`config.mk`:
```
export PLATFORM = sky130hd
export DESIGN_NAME = spill_fifo
export DESIGN_NICKNAME = d
export VERILOG_FILES = /design/src/rtl/spill_fifo.sv
export SDC_FILE = /design/constraint.sdc
export NUM_CORES = 1
export LEC_CHECK = 0
export CORE_ASPECT_RATIO = 1.1
export CORE_MARGIN = 2
export CORE_UTILIZATION = 25
export CTS_CLUSTER_SIZE = 30
export DETAILED_ROUTE_END_ITERATION = 10
export RECOVER_POWER = 50
export SKIP_LAST_GASP = 1
export SLEW_MARGIN = 20
export SYNTH_ARGS = -nofsm -noshare
export SYNTH_HDL_FRONTEND = slang
export SYNTH_SLANG_ARGS = --single-unit
export TNS_END_PERCENT = 20
```
`constraint.sdc`:
```
create_clock -name clk_i -period 9.95 [get_ports clk_i]
set_input_delay 2.985 -clock clk_i [delete_from_list [all_inputs] [get_ports clk_i]]
set_output_delay 2.985 -clock clk_i [all_outputs]
set_load 0.01 [all_outputs]
```
`src/rtl/spill_fifo.sv`:
```
// -----------------------------------------------------------------------------
// spill_fifo
//   Elastic valid/ready buffer of Depth entries that fully decouples the
//   upstream and downstream channels: ready_o, valid_o and usage_o depend only
//   on registered state (plus flush_i), and data_o is a mux of registers.
//   At Depth = 2 it behaves exactly like a classic spill register.
//
// Ports
//   clk_i    : clock, rising edge
//   rst_ni   : asynchronous active-low reset (control state only)
//   flush_i  : synchronous discard of every stored entry
//   valid_i  : upstream valid          ready_o : upstream ready
//   data_i   : upstream payload
//   valid_o  : downstream valid        ready_i : downstream ready
//   data_o   : downstream payload (don't-care while valid_o = 0)
//   usage_o  : number of stored entries
//   hwm_o    : peak usage since reset or flush
//
// Configuration
//   SPILL_FIFO_HWM_EN : when defined, hwm_o is a high-water-mark register;
//                       otherwise hwm_o is tied to zero.
// -----------------------------------------------------------------------------
module spill_fifo #(
    parameter int unsigned DataWidth  = 32,
    parameter int unsigned Depth      = 2,
    parameter int unsigned UsageWidth = $clog2(Depth + 1)
) (
    input  logic                  clk_i,
    input  logic                  rst_ni,
    input  logic                  flush_i,
    input  logic                  valid_i,
    output logic                  ready_o,
    input  logic [DataWidth-1:0]  data_i,
    output logic                  valid_o,
    input  logic                  ready_i,
    output logic [DataWidth-1:0]  data_o,
    output logic [UsageWidth-1:0] usage_o,
    output logic [UsageWidth-1:0] hwm_o
);

    // A single-entry buffer still needs a one-bit pointer to keep the
    // declarations legal; it simply never leaves zero.
    localparam int unsigned PtrWidth = (Depth > 1) ? $clog2(Depth) : 1;

    logic [DataWidth-1:0]  mem_q [Depth];
    logic [PtrWidth-1:0]   rd_ptr_q, rd_ptr_d;
    logic [PtrWidth-1:0]   wr_ptr_q, wr_ptr_d;
    logic [UsageWidth-1:0] count_q, count_d;

    logic full, empty, push, pop;

    // Pointers wrap at Depth-1, so any depth works, not only powers of two.
    function automatic logic [PtrWidth-1:0] ptr_inc(input logic [PtrWidth-1:0] p);
        if (p == PtrWidth'(Depth - 1)) begin
            return '0;
        end
        return p + PtrWidth'(1);
    endfunction

    assign full  = (count_q == UsageWidth'(Depth));
    assign empty = (count_q == '0);

    // Ready never looks at the pop side: a full buffer stays not-ready even in
    // a cycle where an entry leaves, which is what breaks the ready path.
    assign ready_o = !full && !flush_i;
    assign valid_o = !empty && !flush_i;
    assign data_o  = mem_q[rd_ptr_q];
    assign usage_o = count_q;

    assign push = valid_i && ready_o;
    assign pop  = valid_o && ready_i;

    always_comb begin
        rd_ptr_d = rd_ptr_q;
        wr_ptr_d = wr_ptr_q;
        count_d  = count_q;
        if (flush_i) begin
            rd_ptr_d = '0;
            wr_ptr_d = '0;
            count_d  = '0;
        end else begin
            if (push) begin
                wr_ptr_d = ptr_inc(wr_ptr_q);
            end
            if (pop) begin
                rd_ptr_d = ptr_inc(rd_ptr_q);
            end
            unique case ({push, pop})
                2'b10:   count_d = count_q + UsageWidth'(1);
                2'b01:   count_d = count_q - UsageWidth'(1);
                default: count_d = count_q;
            endcase
        end
    end

    always_ff @(posedge clk_i or negedge rst_ni) begin
        if (!rst_ni) begin
            rd_ptr_q <= '0;
            wr_ptr_q <= '0;
            count_q  <= '0;
        end else begin
            rd_ptr_q <= rd_ptr_d;
            wr_ptr_q <= wr_ptr_d;
            count_q  <= count_d;
        end
    end

    // Payload storage carries no reset; stale contents are never visible
    // because valid_o is gated by the count.
    always_ff @(posedge clk_i) begin
        if (push) begin
            mem_q[wr_ptr_q] <= data_i;
        end
    end

`ifdef SPILL_FIFO_HWM_EN
    logic [UsageWidth-1:0] hwm_q, hwm_d;

    // Tracks the next count so the peak is visible together with usage_o.
    always_comb begin
        hwm_d = hwm_q;
        if (flush_i) begin
            hwm_d = '0;
        end else if (count_d > hwm_q) begin
            hwm_d = count_d;
        end
    end

    always_ff @(posedge clk_i or negedge rst_ni) begin
        if (!rst_ni) begin
            hwm_q <= '0;
        end else begin
            hwm_q <= hwm_d;
        end
    end

    assign hwm_o = hwm_q;
`else
    assign hwm_o = '0;
`endif

endmodule

```
# Yosys cells after proc, flatten, opt, wreduce, memory -nomap -nowiden
# Memory sizes are Yosys's and may differ from the RTL's.
# Index checks and enable logic that the tools add are counted.
[word_totals]
register_bits = 4
ramBits = 64
in_bits = 37
output_inout_bits = 38
elab_cells = 40
memories = 1
[classes]
n_addsub = 4
n_eq_ne = 3
n_mux = 18
reduce_logical = 11
[mem_list]
columns = ["memory", "depth", "width", "rd", "rd_ports_with_merged_regs", "wr", "line", "source"]
rows = [
  ["mem_q", 2, 32, 1, 0, 1, "45", "logic [DataWidth-1:0] mem_q [Depth];"],
]
[ops]
columns = ["cell", "n"]
rows = [
  ["1-bit two-way mux", 16],
  ["2-bit == test, second input constant", 2],
  ["1-bit logical AND", 4],
  ["2-bit one-hot mux with 2 select lines", 1],
  ["2-bit nonzero test", 2],
  ["1-bit zero test", 3],
  ["3-bit nonzero test", 1],
  ["1-bit adder, second input constant", 2],
  ["2-bit by 1-bit adder with 2-bit output, second input constant", 1],
  ["2-bit by 1-bit == test with 1-bit output, second input constant", 1],
  ["2-bit zero test", 1],
  ["2-bit two-way mux", 1],
  ["2-bit by 1-bit subtractor with 2-bit output, second input constant", 1],
]

# Depth between registers and ports, before layout
# Gate-level depths: netlist of run 1.
[depth]
depth_word = 9
mapped_depth = 4

# Worst setup path before layout of run 1
# No wires, ideal clock.
[synth_timing]
path_type = "in2reg"
startpoint = "input port flush_i"
endpoint = "memory mem_q[0][0] (enable)"
setup_time_ns = 0.502
arrival_time_ns = 6.185
slack_ns = 3.263
path_stages = 1
n_path_buf = 0
cell_sequence = "nor4_1"
[synth_via]
elab_chain_cells = 5
[synth_lines]
columns = ["item", "line", "source"]
rows = [
  ["from (decl)", "30", "input logic flush_i,"],
  ["1-bit zero test", "65", "assign ready_o = !full && !flush_i;"],
  ["1-bit logical AND", "65", ""],
  ["1-bit logical AND", "70", "assign push = valid_i && ready_o;"],
  ["1-bit two-way mux", "111", "if (push) begin"],
  ["1-bit two-way mux (implied by the code)", "112", "mem_q[wr_ptr_q] <= data_i;"],
  ["to (decl)", "45", ""],
]
# No other way between the ends.

# Worst setup path after layout of run 1
[layout_timing]
startpoint = "input port flush_i"
endpoint = "output port ready_o"
[layout_via]
elab_chain_cells = 2
[layout_lines]
columns = ["item", "line", "source"]
rows = [
  ["1-bit zero test", "65", ""],
  ["1-bit logical AND", "65", ""],
  ["to (decl)", "32", "output logic ready_o,"],
]
# No other way between the ends.

==> results of run 1 <==
## cell usage after synthesis, types with 2 or more instances
| master | number | share of area [%] |
|---|---|---|
| a21oi_1 | 4 | 0.78 |
| buf_2 | 4 | 0.78 |
| buf_4 | 2 | 0.59 |
| dfrtp_1 | 4 | 3.9 |
| edfxtp_1 | 64 | 75 |
| mux2_2 | 32 | 14 |
| nor2_1 | 4 | 0.59 |
| o21ai_0 | 2 | 0.39 |
## state kept, by name, indices dropped and copies added (netlist names)
register	cells
mem_q	64
rd_ptr_q	1
usage_o	2
wr_ptr_q	1
## final cells by class
cell class,instances,area (um^2)
Tap cell,120,150
Clock buffer,9,124
Sequential cell,68,2020
Inverter,1,3.75
Multi-Input combinational cell,55,504
Timing Repair Buffer,75,736
Clock inverter,7,115
Fill cell,945,6280
## metrics by stage
stage	setup WS [ns]	std cells	hold WS [ns]	power [uW]	utilization [%]
floorplan	3.26	130	0.530	366	-
global placement	2.69	319	0.563	410	34.5
detailed placement	2.68	319	0.585	412	34.5
CTS	2.68	335	0.596	685	36.9
global route	2.67	335	0.648	698	36.8
finish	2.72	335	0.583	670	36.8
## worst max-delay path: stages
cell	delay (ns)
clkdlybuf4s50_1	0.53
nor2_1	0.18
clkdlybuf4s50_1	0.56
## layer usage
metal | global-route usage, % | vias up | share of wire (%)
met1 | 9.88 | 681 | 43
met2 | 14.0 | 53 | 48
met3 | 3.47 | 9 | 6.3
li1 | - | 658 | -
met5 | 0 | - | 0
met4 | 5.77 | 0 | 2.1
## logic make-up after synthesis
group	after synthesis	synth area share (%)
AO/OA/AOI/OAI	8	1.76
XOR/XNOR	1	0.342
buffers and inverters	7	1.51
flip-flops	68	79.0
multiplexers	33	14.5
other	1	0.146
AND/OR/NAND/NOR	11	2.79
## how the worst max path moves through the flow
stage | start | end | slack, ns | cells past startpoint
2_1_floorplan | flush_i | mem_q[0][0] | 3.26 | 1
3_3_place_gp | flush_i | ready_o | 2.69 | 3
3_5_place_dp | flush_i | ready_o | 2.68 | 3
4_1_cts | flush_i | ready_o | 2.68 | 3
5_1_grt | flush_i | ready_o | 2.67 | 3
6_report | flush_i | ready_o | 2.72 | 3
## power by group through the flow
| stage | Clock [uW] | Combinational, uW | Sequential (uW) |
|---|---|---|---|
| after CTS | 279 | 75.8 | 330 |
| final | 269 | 70.6 | 330 |
| after global placement | 0 | 74.4 | 336 |
| after detailed placement | 0 | 75.1 | 337 |
| after floorplan | 0 | 32.2 | 334 |
| after global routing | 291 | 76.4 | 331 |
==> results.json, run 1 <==
{
  "outcome": "completed",
  "skew_ns": 0.00607,
  "grt_max_degree": 33,
  "drt_iter0_drc": 54,
  "p_sw_uw": 137,
  "layout_commonest_cell": "edfxtp_1",
  "rsz0062_at_grt": "no",
  "period_minus_slack_ns": 7.23,
  "drt_first_pass_iters": 3,
  "maxCapViolations": 0,
  "cts_setup_buffers": 0,
  "clockPowerShare_pct": 40.2,
  "cts_hold_buf": 0,
  "drt-total-wl_mm": 4.72,
  "placed_area_um2": 3430,
  "r2r_end": "mem_q[0][16]",
  "hpwlAfterDp_mm": 3.00,
  "wl_per_cell_um": 14.1,
  "max-slew-margin-rel_pct": 32.7,
  "final-max-slew-violation-count": 0,
  "ys_ff_latch": 68,
  "row_count": 38,
  "setup_violations": 0,
  "clk_pin_slew_ns": 0.07,
  "die_h_um": 110,
  "cts_resized": 0,
  "p_seq_share_pct": 49.3,
  "reg2reg_depth": 3,
  "start_util_pct": 25.8,
  "synth-edff-count": 64,
  "r2r_setup_slack_ns": 7.85,
  "coreArea_um2": 9940,
  "yosysWarnings": 0,
  "clk_latency_ns": 0.34,
  "async_reset_ff_share_pct": 5.88,
  "final_nets": 247,
  "cts_buffers": 9,
  "grt_usage_pct": 8.82,
  "ys.flop_type": "edfxtp_1",
  "vdd_drop_max_mv": 0.0747,
  "internal_power_uw": 533,
  "cp-end-kind": "output pin",
  "syn_inst": 129,
  "report.final.hold_viol_count": 0,
  "required_ns": 6.97,
  "cts_root_buf": "clkbuf_8",
  "hp-class": "reg -> reg",
  "min-delay-start": "wr_ptr_q",
  "finalWeightedCongestion": 0.670,
  "fin_setup_tns_ns": 0,
  "swShare_pct": 20.4,
  "min_to": "wr_ptr_q",
  "die_area_um2": 11100,
  "areaGrowthSynthToFinish_pct": 42.8,
  "layout_common_cells": "edfxtp_1 (64), clkdlybuf4s50_1 (37), dlygate4sd3_1 (35)",
  "ys_seq_area_share_pct": 79.0,
  "route.detailed.drc": 0,
  "critPathMaxFanout": 7,
  "power.leakage_uw": 0.00123,
  "vias": 1401,
  "combinationalPowerShare_pct": 10.5,
  "viasPerCell": 4.18,
  "grt_pass1_wl_mm": 7.11,
  "die_w_um": 100,
  "grt_pass1_vias": 1455,
  "p_per_area_nw_per_um2": 183,
  "num_antenna_cells": 0,
  "crit_type": "in -> out",
  "yosys.cell_types.count": 21,
  "drive_above_1_share_pct": 23.7,
  "antenna_found_initial": 0,
  "grt_overflow": 0,
  "syn_area_per_cell_um2": 19.8,
  "reg2reg_from": "usage_o[1]",
  "fmax_mhz": 138,
  "fin_crit_sh_pct": 72.7,
  "final_cell_area_um2": 3650,
  "start_kind": "input pin",
  "worstPathArrival_ns": 4.25,
  "clockBufferDepth": 2,
  "ios": 75,
  "h-tree-depth": 3,
  "cts_tree": "done",
  "final_antenna_net_count": 0,
  "cts_sinks": 68,
  "io_buffers": 72,
  "synthesis.area_um2": 2560,
  "tightest_slew_ns": 1.01,
  "min_path_cells": 2
}
Note: power is estimated with default switching activity, not from simulation.
==> run 2, diff against run 1 <==
Clock period 9.95 ns to 7.1 ns, I/O delays scaled along.
==> run 2 against run 1 <==
Compared with the run above: worst hold slack worse by 0.0010 ns; non-clock buffer count unchanged; sequential power rose by 40%; wire length decreased by 2.3%; cell count is 0.60% lower; count of clock-buffer cells in the layout is 1 higher; design area decreased by 2.4%; critical path depth unchanged; highest routed layer unchanged; setup slack worse by 1.2 ns; via count shrank 0.21%; clock power fell by 7%; critical endpoint unchanged; first-iteration DRC count fell by 63%.
==> results.json, run 2 (synthesis results as in run 1) <==
{
  "outcome": "completed",
  "fill_cells": 959,
  "report.final.hold_viol_count": 0,
  "final-max-slew-violation-count": 0,
  "place_ws_ns": 1.54,
  "fin_hold_ws_ns": 0.582,
  "ios": 75,
  "routed-wl-met3_um": 304,
  "cts_hold_buf": 0,
  "grt_pass1_wl_mm": 7.01,
  "grt_pass1_vias": 1431,
  "start_kind": "input pin",
  "fin_setup_tns_ns": 0,
  "setup_violations": 0,
  "route.detailed.drc": 0,
  "required_ns": 4.97,
  "drive_above_1_share_pct": 22.1,
  "rsz0062_at_grt": "no",
  "fmax_mhz": 181,
  "drt_first_pass_iters": 4,
  "dp.cells": 319,
  "hpwlAfterDp_mm": 3.02,
  "min-delay-start": "wr_ptr_q",
  "tightest_slew_ns": 0.880,
  "layout_common_cells": "edfxtp_1 (64), clkdlybuf4s50_1 (37), dlygate4sd3_1 (35)",
  "num_antenna_cells": 0,
  "clockBufferDepth": 2,
  "top_register": "mem_q",
  "grt_max_degree": 33,
  "cp-end-kind": "output pin",
  "wl_met1_mm": 1.88,
  "h-tree-depth": 3,
  "die_area_um2": 11100,
  "layout_commonest_cell": "edfxtp_1",
  "cts_setup_buffers": 0,
  "areaGrowthSynthToFinish_pct": 39.3,
  "cts_tree": "done",
  "largest_register_ffs": 64,
  "fin_cells": 333,
  "grt_usage_pct": 8.63,
  "clk_latency_ns": 0.32,
  "vdd_drop_max_mv": 0.0780,
  "die_h_um": 110,
  "crit_type": "in -> out",
  "dr_wl_met2_mm": 2.34,
  "finalWeightedCongestion": 0.671,
  "drt_iter0_drc": 20,
  "worstPathArrival_ns": 3.41,
  "fin_crit_sh_pct": 78.0,
  "drt-total-wl_mm": 4.61,
  "wl_per_cell_um": 13.9,
  "die_w_um": 100,
  "final_nets": 247,
  "top_layer": "met4",
  "row_count": 38,
  "critPathMaxFanout": 7,
  "power.leakage_uw": 0.00119,
  "finalPower_uw": 811,
  "cts_resized": 0,
  "hp-class": "reg -> reg",
  "antenna_found_initial": 0,
  "final_antenna_net_count": 0,
  "p_per_area_nw_per_um2": 228,
  "coreArea_um2": 9940,
  "cts_root_buf": "clkbuf_8",
  "io_buffers": 72,
  "period_minus_slack_ns": 5.54,
  "cts_buffers": 9,
  "fin_ws_ns": 1.56,
  "reg2reg_from": "usage_o[1]",
  "clk_pin_slew_ns": 0.06,
  "viasPerCell": 4.20,
  "vias": 1398,
  "maxCapViolations": 0,
  "grt_overflow": 0,
  "start_util_pct": 25.8,
  "cts_sinks": 68,
  "skew_ns": 0.00515,
  "cp-startpoint": "flush_i",
  "max-slew-margin-rel_pct": 41.4
}
## run 2: changes by cell type in the layout (fill, tap and decap cells not counted)
cell | before | now
buf_4 | 1 | 2
bufinv_16 | 3 | 0
clkinv_2 | 1 | 0
clkinv_1 | 1 | 3
clkinv_4 | 1 | 0
## run 2: path summary, 6_finish.rpt
check | to | slack (ns) | depth (start not counted)
worst max-delay path | ready_o | 1.56 | 3
worst min-delay path | wr_ptr_q | 0.58 | 2
worst max register to register | mem_q[0][12] | 5.09 | 3
worst min register to register | wr_ptr_q | 0.58 | 2
max in group asynchronous | wr_ptr_q | 4.82 | 1
min in group asynchronous | rd_ptr_q | 2.09 | 1
## run 2: through the flow
step | instance area [um^2] | utilization [%]
after floorplan | 2560 | -
after global placement | 3430 | 34.5
after detailed placement | 3430 | 34.5
after CTS | 3580 | 36.0
after global routing | 3570 | 35.9
final | 3570 | 35.9
## run 2: layout make-up
cell class / count / area, um^2 / area share, %
clock buffers: 10 / 128 / 3.58
repair buffers: 75 / 739 / 20.7
inverters: 1 / 3.75 / 0.105
well taps: 120 / 150 / 4.21
flip-flops and latches: 68 / 2020 / 56.7
clock inverters: 4 / 18.8 / 0.526
multi-input cells: 55 / 504 / 14.1
## run 2: critical path, cell delays in order
cell             delay (ns)
clkdlybuf4s50_1        0.53
nor2_1                 0.18
clkdlybuf4s50_1        0.56
## run 2: report_power, final
group / internal [uW] / switching [uW]
logic: 60.3 / 38.9
registers: 455 / 7.53
clock network: 119 / 130
total: 635 / 177
## run 2: routing by layer
layer	global-route usage (%)	vias up
li1	-	654
met2	14.2	58
met3	3.22	10
met4	5.28	0
met1	9.52	676
met5	0	-
==> run 3, diff against run 2 <==
Clock period 7.1 ns to 5.38 ns, I/O delays scaled along.
==> run 3 against run 2 <==
Compared with the run above: register-to-register slack got worse by 1.7 ns; count of clock-buffer cells in the layout fell by 1; die area unchanged; sequential share of layout area is 0.71 points lower; design area is 1.3% higher; setup slack got worse by 0.70 ns; sequential power increased by 32%; first-iteration DRC count rose by 150%; clock power up 60%; total power grew 41%.
==> results.json, run 3 (synthesis results as in run 1) <==
{
  "outcome": "completed",
  "grt_overflow": 0,
  "start_util_pct": 25.8,
  "grt_busiest_layer": "met2",
  "die_area_um2": 11100,
  "multi_input_area_um2": 504,
  "clk_pin_slew_ns": 0.07,
  "finalWeightedCongestion": 0.667,
  "num_antenna_cells": 0,
  "clockBufferDepth": 2,
  "report.final.hold_viol_count": 0,
  "cp-end-kind": "output pin",
  "skew_ns": 0.00841,
  "fin_ws_ns": 0.858,
  "cts_sinks": 68,
  "required_ns": 3.77,
  "io_buffers": 72,
  "layout_commonest_cell": "edfxtp_1",
  "clk_latency_ns": 0.33,
  "tightest_slew_ns": 0.871,
  "place_ws_ns": 0.819,
  "ios": 75,
  "rsz0062_at_grt": "no",
  "route.detailed.drc": 0,
  "drt_iter0_drc": 49,
  "critPathMaxFanout": 7,
  "maxCapViolations": 0,
  "crit_type": "in -> out",
  "worstPathArrival_ns": 2.91,
  "fill_cells": 925,
  "antenna_found_initial": 0,
  "drt_first_pass_iters": 3,
  "vias": 1411,
  "final_nets": 247,
  "register_area_um2": 2020,
  "coreArea_um2": 9940,
  "row_count": 38,
  "p_per_area_nw_per_um2": 316,
  "layout_common_cells": "edfxtp_1 (64), clkdlybuf4s50_1 (37), dlygate4sd3_1 (35)",
  "setup_violations": 0,
  "r2r_setup_slack_ns": 3.38,
  "grt_pass1_vias": 1441,
  "fin_setup_tns_ns": 0,
  "drt-total-wl_mm": 4.72,
  "power.leakage_uw": 0.00121,
  "areaGrowthSynthToFinish_pct": 41.1,
  "grt_use_met3_pct": 4.85,
  "cts_resized": 0,
  "vdd_drop_max_mv": 0.129,
  "wl_per_cell_um": 14.1,
  "grt_max_degree": 33,
  "cts_setup_buffers": 0,
  "drive_above_1_share_pct": 24.2,
  "use_met2_pct": 14.0,
  "die_h_um": 110,
  "final-max-slew-violation-count": 0,
  "top_register": "mem_q",
  "grt_pass1_wl_mm": 7.29,
  "h-tree-depth": 3,
  "cts_buffers": 9,
  "final_antenna_net_count": 0,
  "viasPerCell": 4.21,
  "fmax_mhz": 221,
  "fin_crit_sh_pct": 84.0,
  "hpwlAfterDp_mm": 3.10,
  "cts_tree": "done",
  "max-slew-margin-rel_pct": 41.9,
  "grt_usage_pct": 9.01,
  "largest_register_ffs": 64,
  "cts_hold_buf": 0,
  "period_minus_slack_ns": 4.52,
  "cts_root_buf": "clkbuf_8",
  "hp-class": "reg -> reg",
  "die_w_um": 100,
  "start_kind": "input pin",
  "met1_usage_pct": 10.5
}
-- run 3: per-layer routing --
metal	share of wire (%)	wire length [um]	up-vias
li1	-	-	657
met1	40	1910	694
met2	51	2410	53
met3	7.0	328	7
met4	1.6	75	0
met5	0	0	-
-- run 3: where the power goes --
group	internal, uW	total (uW)	leakage [uW]	switching [uW]
combinational	79.6	131	0.000476	51.2
sequential	600	610	0.000640	10.2
clock	211	401	0.0000926	190
total	891	1140	0.00121	251
-- run 3: critical path, stage by stage --
cell             delay (ns)
clkdlybuf4s50_1        0.54
nor2_1                 0.19
clkdlybuf4s50_1        0.55
-- run 3: area by class of cell --
type | instances | share of cell area [%]
Multi-Input combinational cell | 55 | 14.0
Clock buffer | 9 | 3.43
Sequential cell | 68 | 56.0
Tap cell | 120 | 4.16
Clock inverter | 7 | 1.87
Inverter | 1 | 0.104
Timing Repair Buffer | 75 | 20.5
-- run 3: metrics by stage --
stage / instances / util [%] / instance area [um^2] / power (uW) / hold slack [ns]
6_report: 335 / 36.3 / 3610 / 1140 / 0.578
5_1_grt: 335 / 36.3 / 3610 / 1200 / 0.619
4_1_cts: 335 / 36.4 / 3620 / 1170 / 0.593
3_5_place_dp: 319 / 34.5 / 3430 / 762 / 0.583
3_3_place_gp: 319 / 34.5 / 3430 / 759 / 0.564
2_1_floorplan: 130 / - / 2560 / 678 / 0.530
-- run 3: final timing paths --
kind | startpoint | endpoint | cells past startpoint
max in group asynchronous | rst_ni | wr_ptr_q | 1
min | wr_ptr_q | wr_ptr_q | 2
min in group asynchronous | rst_ni | rd_ptr_q | 1
max | flush_i | ready_o | 3
max reg2reg | usage_o[1] | mem_q[0][23] | 3
min reg2reg | wr_ptr_q | wr_ptr_q | 2
